===== src/rtl/sync_fifo_pkg.sv =====
// Shared helpers for the synchronous FIFO: constant log2 and parameter legality checks.
package sync_fifo_pkg;

    function automatic int clog2(input int value);
        int result;
        result = 0;
        for (int span = 1; span < value; span = span * 2) begin
            result++;
        end
        return result;
    endfunction

    function automatic bit is_pow2(input int value);
        return (value > 0) && ((value & (value - 1)) == 0);
    endfunction

    function automatic bit fifo_params_ok(input int depth, input int afull_lvl, input int aempty_lvl);
        return is_pow2(depth) && (depth >= 4) && (depth <= 4096) &&
               (aempty_lvl < afull_lvl) && (afull_lvl <= depth);
    endfunction

endpackage


===== src/rtl/sync_fifo_ram.sv =====
// Simple dual-port storage for the FIFO: one write port, one read port with a registered output.
module sync_fifo_ram
    import sync_fifo_pkg::*;
#(
    parameter int WIDTH      = 8,
    parameter int DEPTH      = 16,
    parameter int ADDR_WIDTH = clog2(DEPTH)
) (
    input  logic                  clk,
    input  logic                  rstn_in,
    input  logic                  write_en,
    input  logic [ADDR_WIDTH-1:0] write_addr,
    input  logic [WIDTH-1:0]      write_data,
    input  logic                  read_en,
    input  logic [ADDR_WIDTH-1:0] read_addr,
    output logic [WIDTH-1:0]      read_data
);

    logic [WIDTH-1:0] mem [DEPTH];

    // NOTE: the array has no reset so it maps onto RAM macros; only the output register is cleared.
    always_ff @(posedge clk) begin
        if (write_en) begin
            mem[write_addr] <= write_data;
        end
    end

    always_ff @(posedge clk or negedge rstn_in) begin
        if (!rstn_in) begin
            read_data <= '0;
        end else if (read_en) begin
            read_data <= mem[read_addr];
        end
    end

endmodule


===== src/rtl/sync_fifo.sv =====
// Single-clock FIFO control: wrap-bit pointers, registered fill level and status flags.
module sync_fifo
    import sync_fifo_pkg::*;
#(
    parameter int WIDTH      = 8,
    parameter int DEPTH      = 16,
    parameter int PTR_WIDTH  = clog2(DEPTH) + 1,
    parameter int AFULL_LVL  = DEPTH - 2,
    parameter int AEMPTY_LVL = 2
) (
    input  logic                 clk,
    input  logic                 rstn_in,
    input  logic                 write_in,
    input  logic [WIDTH-1:0]     data_write_in,
    input  logic                 read_in,
    output logic [WIDTH-1:0]     data_read_out,
    output logic                 valid_out,
    output logic                 full_out,
    output logic                 empty_out,
    output logic                 almost_full_out,
    output logic                 almost_empty_out,
    output logic [PTR_WIDTH-1:0] count_out,
    output logic                 overflow_out,
    output logic                 underflow_out
);

    localparam int ADDR_WIDTH = PTR_WIDTH - 1;
    localparam logic [PTR_WIDTH-1:0] AFULL_CNT  = PTR_WIDTH'(AFULL_LVL);
    localparam logic [PTR_WIDTH-1:0] AEMPTY_CNT = PTR_WIDTH'(AEMPTY_LVL);

    if (!fifo_params_ok(DEPTH, AFULL_LVL, AEMPTY_LVL)) begin : g_bad_params
        $error("sync_fifo: illegal DEPTH / AFULL_LVL / AEMPTY_LVL combination");
    end

    logic [PTR_WIDTH-1:0] wptr, rptr;
    logic [PTR_WIDTH-1:0] wptr_nxt, rptr_nxt, count_nxt;
    logic                 wr_acc, rd_acc;

    // Acceptance uses the registered flags, so a full FIFO rejects a write even alongside a read.
    assign wr_acc = write_in && !full_out;
    assign rd_acc = read_in && !empty_out;

    // NOTE: every signal written here gets a default first, so no latch can be inferred.
    always_comb begin
        wptr_nxt  = wptr;
        rptr_nxt  = rptr;
        if (wr_acc) wptr_nxt = wptr + 1'b1;
        if (rd_acc) rptr_nxt = rptr + 1'b1;
        count_nxt = wptr_nxt - rptr_nxt;
    end

    // NOTE: sequential state uses non-blocking assignments so all registers update from pre-edge values.
    always_ff @(posedge clk or negedge rstn_in) begin
        if (!rstn_in) begin
            wptr             <= '0;
            rptr             <= '0;
            count_out        <= '0;
            valid_out        <= 1'b0;
            full_out         <= 1'b0;
            empty_out        <= 1'b1;
            almost_full_out  <= 1'b0;
            almost_empty_out <= 1'b1;
            overflow_out     <= 1'b0;
            underflow_out    <= 1'b0;
        end else begin
            wptr             <= wptr_nxt;
            rptr             <= rptr_nxt;
            count_out        <= count_nxt;
            valid_out        <= rd_acc;
            full_out         <= (wptr_nxt[PTR_WIDTH-1] != rptr_nxt[PTR_WIDTH-1]) &&
                                (wptr_nxt[ADDR_WIDTH-1:0] == rptr_nxt[ADDR_WIDTH-1:0]);
            empty_out        <= (wptr_nxt == rptr_nxt);
            almost_full_out  <= (count_nxt >= AFULL_CNT);
            almost_empty_out <= (count_nxt <= AEMPTY_CNT);
            overflow_out     <= write_in && full_out;
            underflow_out    <= read_in && empty_out;
        end
    end

    sync_fifo_ram #(
        .WIDTH      (WIDTH),
        .DEPTH      (DEPTH),
        .ADDR_WIDTH (ADDR_WIDTH)
    ) u_ram (
        .clk        (clk),
        .rstn_in    (rstn_in),
        .write_en   (wr_acc),
        .write_addr (wptr[ADDR_WIDTH-1:0]),
        .write_data (data_write_in),
        .read_en    (rd_acc),
        .read_addr  (rptr[ADDR_WIDTH-1:0]),
        .read_data  (data_read_out)
    );

endmodule


===== config.mk =====
export PLATFORM = sky130hd
export DESIGN_NAME = sync_fifo
export DESIGN_NICKNAME = d
export VERILOG_FILES = /design/src/rtl/sync_fifo_pkg.sv /design/src/rtl/sync_fifo_ram.sv /design/src/rtl/sync_fifo.sv
export SDC_FILE = /design/constraint.sdc
export NUM_CORES = 1
export LEC_CHECK = 0
export ABC_AREA = 1
export BUFFER_PORTS_ARGS = -buffer_cell sky130_fd_sc_hd__buf_2
export CORE_UTILIZATION = 46
export CTS_BUF_LIST = sky130_fd_sc_hd__clkbuf_4
export CTS_CLUSTER_DIAMETER = 200
export CTS_CLUSTER_SIZE = 16
export DETAILED_ROUTE_END_ITERATION = 8
export SLEW_MARGIN = 20
export SYNTH_ARGS = -nofsm -noshare
export SYNTH_HDL_FRONTEND = slang
export SYNTH_SLANG_ARGS = --single-unit

===== constraint.sdc =====
create_clock -name clk -period 2.4 [get_ports clk]
set_input_delay 0.24 -clock clk [delete_from_list [all_inputs] [get_ports clk]]
set_output_delay 0.24 -clock clk [all_outputs]
set_load 0.01 [all_outputs]

==> results of run 1 <==
how the worst min path moves through the flow:
| stage | to | start | slack [ns] | depth (start not counted) |
|---|---|---|---|---|
| global placement | underflow_out | rstn_in | 0.35 | 1 |
| floorplan | almost_full_out | rstn_in | -0.06 | 0 |
| CTS | u_ram.mem[8][2] | data_write_in[2] | 0.04 | 1 |
| finish | u_ram.mem[8][1] | data_write_in[1] | 0.07 | 1 |
| global route | u_ram.mem[8][1] | data_write_in[1] | 0.04 | 1 |
| detailed placement | count_out[4] | rstn_in | 0.35 | 1 |
layout by cell type (no fill, tap or decap):
cell type,n
a21oi_1,17
a21oi_2,1
buf_2,31
buf_4,25
buf_6,1
bufinv_16,3
clkbuf_4,20
clkinv_1,4
clkinv_2,1
clkinv_4,2
clkinvlp_4,3
dfrtp_1,27
dfrtp_2,1
dfstp_2,2
dlygate4sd3_1,3
edfxtp_1,128
ha_1,8
inv_1,23
inv_2,6
nand2_1,88
nand2_2,9
nand3_1,33
nand3_2,2
nand3b_1,1
nand4_1,3
nor2_1,88
nor2_2,2
nor2_4,2
nor2_8,1
o211ai_1,3
o21ai_0,59
o21ai_1,1
o221ai_1,13
o22ai_1,13
xnor2_1,2
xor2_2,2
stage by stage:
| stage | total power (W) | hold slack [ns] | area (µm²) |
|---|---|---|---|
| after floorplan | 0.00601 | -0.0556 | 6590 |
| after global placement | 0.00698 | 0.347 | 7030 |
| after detailed placement | 0.00706 | 0.354 | 7030 |
| after CTS | 0.00868 | 0.0373 | 7350 |
| after global routing | 0.00926 | 0.0392 | 7360 |
| final | 0.00867 | 0.0723 | 7360 |
flip-flops by register name (all words and copies together) (netlist names):
signal            flops
almost_full_out       1
u_ram.read_data       8
overflow_out          1
empty_out             1
valid_out             1
u_ram.mem           128
almost_empty_out      1
underflow_out         1
count_out             5
wptr                  5
full_out              1
rptr                  5
critical path: cells and delay by family (launching register included):
| family | cells | cell delay, ns |
|---|---|---|
| compound gates | 1 | 0.16 |
| xor+xnor | 1 | 0.18 |
| fa+ha+maj | 2 | 0.50 |
| buf+inv | 1 | 0.13 |
| flops | 1 | 0.49 |
| simple gates | 7 | 0.67 |
final cells by class:
class                   instances  area [µm²]
multi-input cells             348        1750
flip-flops and latches        158        4600
repair buffers                 60         384
fillers                      1203        6570
clock buffers                  20         150
inverters                      30         113
well taps                     180         225
clock inverters                12         146
power groups by stage:
stage / clock network [W] / registers [W] / logic [W]
floorplan: 0 / 0.00371 / 0.00230
global placement: 0 / 0.00374 / 0.00325
detailed placement: 0 / 0.00374 / 0.00331
CTS: 0.00167 / 0.00369 / 0.00333
global route: 0.00177 / 0.00373 / 0.00376
finish: 0.00164 / 0.00369 / 0.00335
layer usage:
layer | up-vias | share of wire (%) | GRT usage, % | wire length [µm]
li1 | 2090 | - | - | -
met1 | 2178 | 45 | 30.5 | 6810
met5 | - | 0 | 0 | 0
met2 | 115 | 49 | 35.3 | 7400
met4 | 0 | 0.91 | 7.72 | 139
met3 | 13 | 5.7 | 6.09 | 864
logic make-up after synthesis:
logic type / after synthesis / share of synthesized area (%)
xor gates and xnor gates: 4 / 0.760
and+or+nand+nor: 229 / 14.9
adders and majority gates: 8 / 1.52
buffers and inverters: 57 / 3.74
AOI/OAI and AO/OA: 107 / 9.23
DFF: 158 / 69.8
timing repair:
item | 4_1_cts | 5_1_grt
hold endpoints to repair | 30 | 0
endpoints found under the setup margin | 0 | 3
hold buffers | 3 | 0
setup buffers | 0 | 0
resized for setup | 0 | 3
==> results.sh, run 1 <==
export IMPL_timing_rr_end="almost_full_out"
export IMPL_p_sw_share_pct=39.2
export IMPL_dp_cells=773
export IMPL_synth_top_area_share_pct=58.4
export IMPL_root_buffer="clkbuf_4"
export IMPL_synth_top_cell_by_area="edfxtp_1"
export IMPL_worstSetupStartpoint="wptr[1]"
export IMPL_port_buffers=31
export IMPL_min_path_type="input port to flip-flop"
export IMPL_path_class="flip-flop to flip-flop"
export IMPL_start_util_pct=47.3
export IMPL_worst_ir_drop_vdd_mv=0.494
export IMPL_netlist_area_um2=6590
export IMPL_cts_sinks=158
export IMPL_rsz0062_at_grt="false"
export IMPL_p_int_w=0.00527
export IMPL_areaGrowthSynthToFinish_pct=11.8
export IMPL_gp_congestion=0.833
export IMPL_grt_util_all_layers_pct=22.6
export IMPL_routedWlPerCell_um=18.8
export IMPL_final_nets=635
export IMPL_finalWorstSetupSlack_ns=0.198
export IMPL_grt_pass1_wl_um=23800
export IMPL_vias=4396
export IMPL_ys_ff_latch=158
export IMPL_die_h_um=122
export IMPL_worst_path_max_delay_cell="dfrtp_1"
export IMPL_regToRegSetupSlack_ns=0.20
export IMPL_rows=43
export IMPL_reg2regPathDepth=12
export IMPL_postSynthAreaPerCell_um2=11.7
export IMPL_clock_skew_final_ns=0.0207
export IMPL_drt_vias_per_instance=5.44
export IMPL_synthDistinctLibCells=26
export IMPL_final_util_pct=52.8
export IMPL_clockBufferDepth=2
export IMPL_cpMostUsedCell="nand2_1"
export IMPL_critPathCapture="almost_full_out"
export IMPL_layout_drive_gt1_share_pct=18.2
export IMPL_p_switching_w=0.00340
export IMPL_slew_headroom_pct=47.7
export IMPL_dieWidth_um=122
export IMPL_syn_num_nets=583
export IMPL_power_density_nw_per_um2=1180
export IMPL_yosysSeqAreaShare_pct=69.8
export IMPL_tns_ns=0
export IMPL_io_pins=32
export IMPL_wl_um=15200
export IMPL_async_flop_share_pct=19.0
export IMPL_place_hpwl_um=9720
export IMPL_power_leakage_nw=2.78
export IMPL_antennaDiodeCount=0
export IMPL_synth_commonest_cells="edfxtp_1 (128), nand2_1 (88), nor2_1 (88), o21ai_0 (60), nand3_1 (33)"
export IMPL_yosysWarnings=0
export IMPL_maxCapViolations=0
export IMPL_layoutNonFillerInstCount=808
export IMPL_seqPwrFrac_pct=42.5
export IMPL_pwr_share_comb_pct=38.6
export IMPL_critPathMaxStageDelay_ns=0.49
export IMPL_startpoint_type="flip-flop"
export IMPL_core_um2=13900
export IMPL_syn_inst=563
export IMPL_pre_cts_ws_ns=0.140
export IMPL_design_die_area_um2=14800
export IMPL_clk_pin_slew_ns=0.13
export IMPL_cts_htree_levels=4
export IMPL_drt_iter0_markers=398
export IMPL_run_status="complete, no violations"
export IMPL_pwr_share_clk_pct=18.9
export IMPL_max_freq_ghz=0.454
export IMPL_worstPathArrival_ns=2.68
export IMPL_grt_pass1_vias=4271
export IMPL_grt_max_degree=45
export IMPL_r2r_start="wptr[1]"
export IMPL_crit_path_end_kind="flip-flop"
export IMPL_synth_top_cells_by_area="edfxtp_1 (58%), dfrtp_1 (11%), nand2_1 (5.0%), nor2_1 (5.0%), o21ai_0 (4.6%)"
export IMPL_overflow=0
export IMPL_drc=0
export IMPL_dr_pass1_iters=5
export IMPL_antenna_found_initial=0
export IMPL_ant_nets=0
export IMPL_cts_buffers=17
export IMPL_cp_cell_sequence="inv_1, ha_1, nand2_1, o21ai_0, xnor2_1, ha_1, nor2_1, nand3b_1, nand2_1, nor2_1, nand2_1, nand3_1"
export IMPL_setup_viol=0
export IMPL_cts_tree="done"
export IMPL_finalCritPeriodShare_pct=91.7
export IMPL_clk_latency_ns=0.55
export IMPL_hold_viol_final=0
export IMPL_critPathRequiredTime_ns=2.88
export IMPL_yosysMostFrequentCell="edfxtp_1"
export IMPL_critPathMaxFanout=6
export IMPL_layout_min_cycle_time_ns=2.20
export IMPL_ys_flop_type="edfxtp_1"
export IMPL_worst_pin_slew_ns=0.784
export IMPL_synth_edf_count=128
export IMPL_drv_slew=0
Power figures use the tool's default switching activity.
==> run 2, diff against run 1 <==
--- a/config.mk
+++ b/config.mk
@@ -12,6 +12,7 @@
 export CTS_CLUSTER_DIAMETER = 200
 export CTS_CLUSTER_SIZE = 16
 export DETAILED_ROUTE_END_ITERATION = 8
+export MAX_ROUTING_LAYER = met4
 export SLEW_MARGIN = 20
 export SYNTH_ARGS = -nofsm -noshare
 export SYNTH_HDL_FRONTEND = slang
==> run 2 against run 1 <==
Critical path depth stayed put. Wire length hardly changed. Largest power group unchanged. Combinational power hardly changed. Via count is 0.20% higher. Sequential share of layout area stayed put. Design area stayed put. Count of clock-buffer cells in the layout stayed put. Register-to-register slack better by 0.03 ns. Core utilization stayed put. Die area stayed put. Clock skew hardly changed.
==> results.sh, run 2 (synthesized netlist as in run 1, its figures left out) <==
export IMPL_tns_ns=0
export IMPL_cts_buffers=17
export IMPL_drt_vias_per_instance=5.45
export IMPL_layout_min_cycle_time_ns=2.17
export IMPL_ant_nets=0
export IMPL_min_path_type="input port to flip-flop"
export IMPL_top_regs="u_ram.mem x128, u_ram.read_data x8"
export IMPL_finalWorstSetupSlack_ns=0.230
export IMPL_root_buffer="clkbuf_4"
export IMPL_place_hpwl_um=9720
export IMPL_layout_commonest_cell="edfxtp_1"
export IMPL_regArea_um2=4600
export IMPL_gp_congestion=0.846
export IMPL_dieWidth_um=122
export IMPL_clk_latency_ns=0.55
export IMPL_power_density_nw_per_um2=1180
export IMPL_clockBufferDepth=2
export IMPL_clock_skew_final_ns=0.0209
export IMPL_pre_cts_ws_ns=0.140
export IMPL_cts_htree_levels=4
export IMPL_holdWs_ns=0.0777
export IMPL_multi_input_area_um2=1750
export IMPL_grt_util_all_layers_pct=23.3
export IMPL_clk_pin_slew_ns=0.13
export IMPL_start_util_pct=47.3
export IMPL_worstPathArrival_ns=2.65
export IMPL_vias=4405
export IMPL_fillers=1203
export IMPL_grt_pass1_wl_um=23900
export IMPL_worst_pin_slew_ns=0.796
export IMPL_startpoint_type="flip-flop"
export IMPL_overflow=0
export IMPL_regMostFlops="u_ram.mem"
export IMPL_port_buffers=31
export IMPL_critPathRequiredTime_ns=2.88
export IMPL_critPathMaxFanout=6
export IMPL_setup_viol=0
export IMPL_dr_pass1_iters=5
export IMPL_antennaDiodeCount=0
export IMPL_max_freq_ghz=0.461
export IMPL_die_h_um=122
export IMPL_dp_cells=773
export IMPL_largest_register_ffs=128
export IMPL_cts_tree="done"
export IMPL_cts_sinks=158
export IMPL_drt_iter0_markers=397
export IMPL_run_status="complete, no violations"
export IMPL_grt_max_degree=45
export IMPL_finalCritPeriodShare_pct=90.4
export IMPL_drv_slew=0
export IMPL_mostFrequentLayoutCells="edfxtp_1 (128), nand2_1 (88), nor2_1 (88)"
export IMPL_design_die_area_um2=14800
export IMPL_antenna_found_initial=0
export IMPL_layoutNonFillerInstCount=808
export IMPL_drc=0
export IMPL_wl_um=15200
export IMPL_crit_path_end_kind="flip-flop"
export IMPL_path_class="flip-flop to flip-flop"
export IMPL_rsz0062_at_grt="false"
export IMPL_worst_ir_drop_vdd_mv=0.497
export IMPL_power_leakage_nw=2.78
export IMPL_slew_headroom_pct=46.9
export IMPL_routedWlPerCell_um=18.8
export IMPL_areaGrowthSynthToFinish_pct=11.8
export IMPL_final_nets=635
export IMPL_core_um2=13900
export IMPL_layout_drive_gt1_share_pct=18.2
export IMPL_rows=43
export IMPL_hold_viol_final=0
export IMPL_io_pins=32
export IMPL_maxCapViolations=0
export IMPL_grt_pass1_vias=4259
## run 2: power by group
group | internal, W | switching, W | total [W]
registers | 0.00342 | 0.000260 | 0.00368
logic | 0.00110 | 0.00224 | 0.00334
clock network | 0.000747 | 0.000889 | 0.00164
total | 0.00527 | 0.00339 | 0.00866
## run 2: cell type report
cell class | instances | area share [%]
well taps | 180 | 3.06
flip-flops and latches | 158 | 62.5
clock buffers | 20 | 2.04
clock inverters | 12 | 1.99
repair buffers | 60 | 5.22
inverters | 30 | 1.53
multi-input cells | 348 | 23.7
## run 2: path summary, 6_finish.rpt
kind | startpoint | endpoint | slack, ns | cells past startpoint
max reg2reg | wptr[1] | almost_full_out | 0.23 | 12
min | data_write_in[0] | u_ram.mem[12][0] | 0.08 | 1
max in group asynchronous | rstn_in | rptr[0] | 1.55 | 2
max | wptr[1] | almost_full_out | 0.23 | 12
min in group asynchronous | rstn_in | count_out[2] | 0.31 | 2
min reg2reg | rptr[4] | rptr[4] | 0.52 | 1
## run 2: metrics by stage
step           cell area, µm²  util [%]  total power [W]
2_1_floorplan            6590         -          0.00601
3_3_place_gp             7030      50.4          0.00698
3_5_place_dp             7030      50.4          0.00706
4_1_cts                  7350      52.8          0.00868
5_1_grt                  7360      52.8          0.00926
6_report                 7360      52.8          0.00866
## run 2: critical path, cell delays in order (launching register included)
cell and delay, ns:
dfrtp_1 0.47, inv_1 0.13, ha_1 0.29, nand2_1 0.09, o21ai_0 0.16, xnor2_1 0.18, ha_1 0.21, nor2_1 0.15
nand3b_1 0.13, nand2_1 0.08, nor2_1 0.10, nand2_1 0.06, nand3_1 0.07
## run 2: what timing repair did
item	CTS	global route
resized for setup	0	3
hold endpoints to repair	30	0
hold buffers	3	0
setup buffers	0	0
setup endpoints to repair	0	3
## run 2: routing by layer
metal  up-vias  part of all wire (%)  global-route usage (%)
met3        18                   6.0                    5.81
met2       137                    48                    35.3
li1       2089                     -                       -
met4         0                   1.3                    8.18
met5         -                     0                       -
met1      2161                    45                    30.5
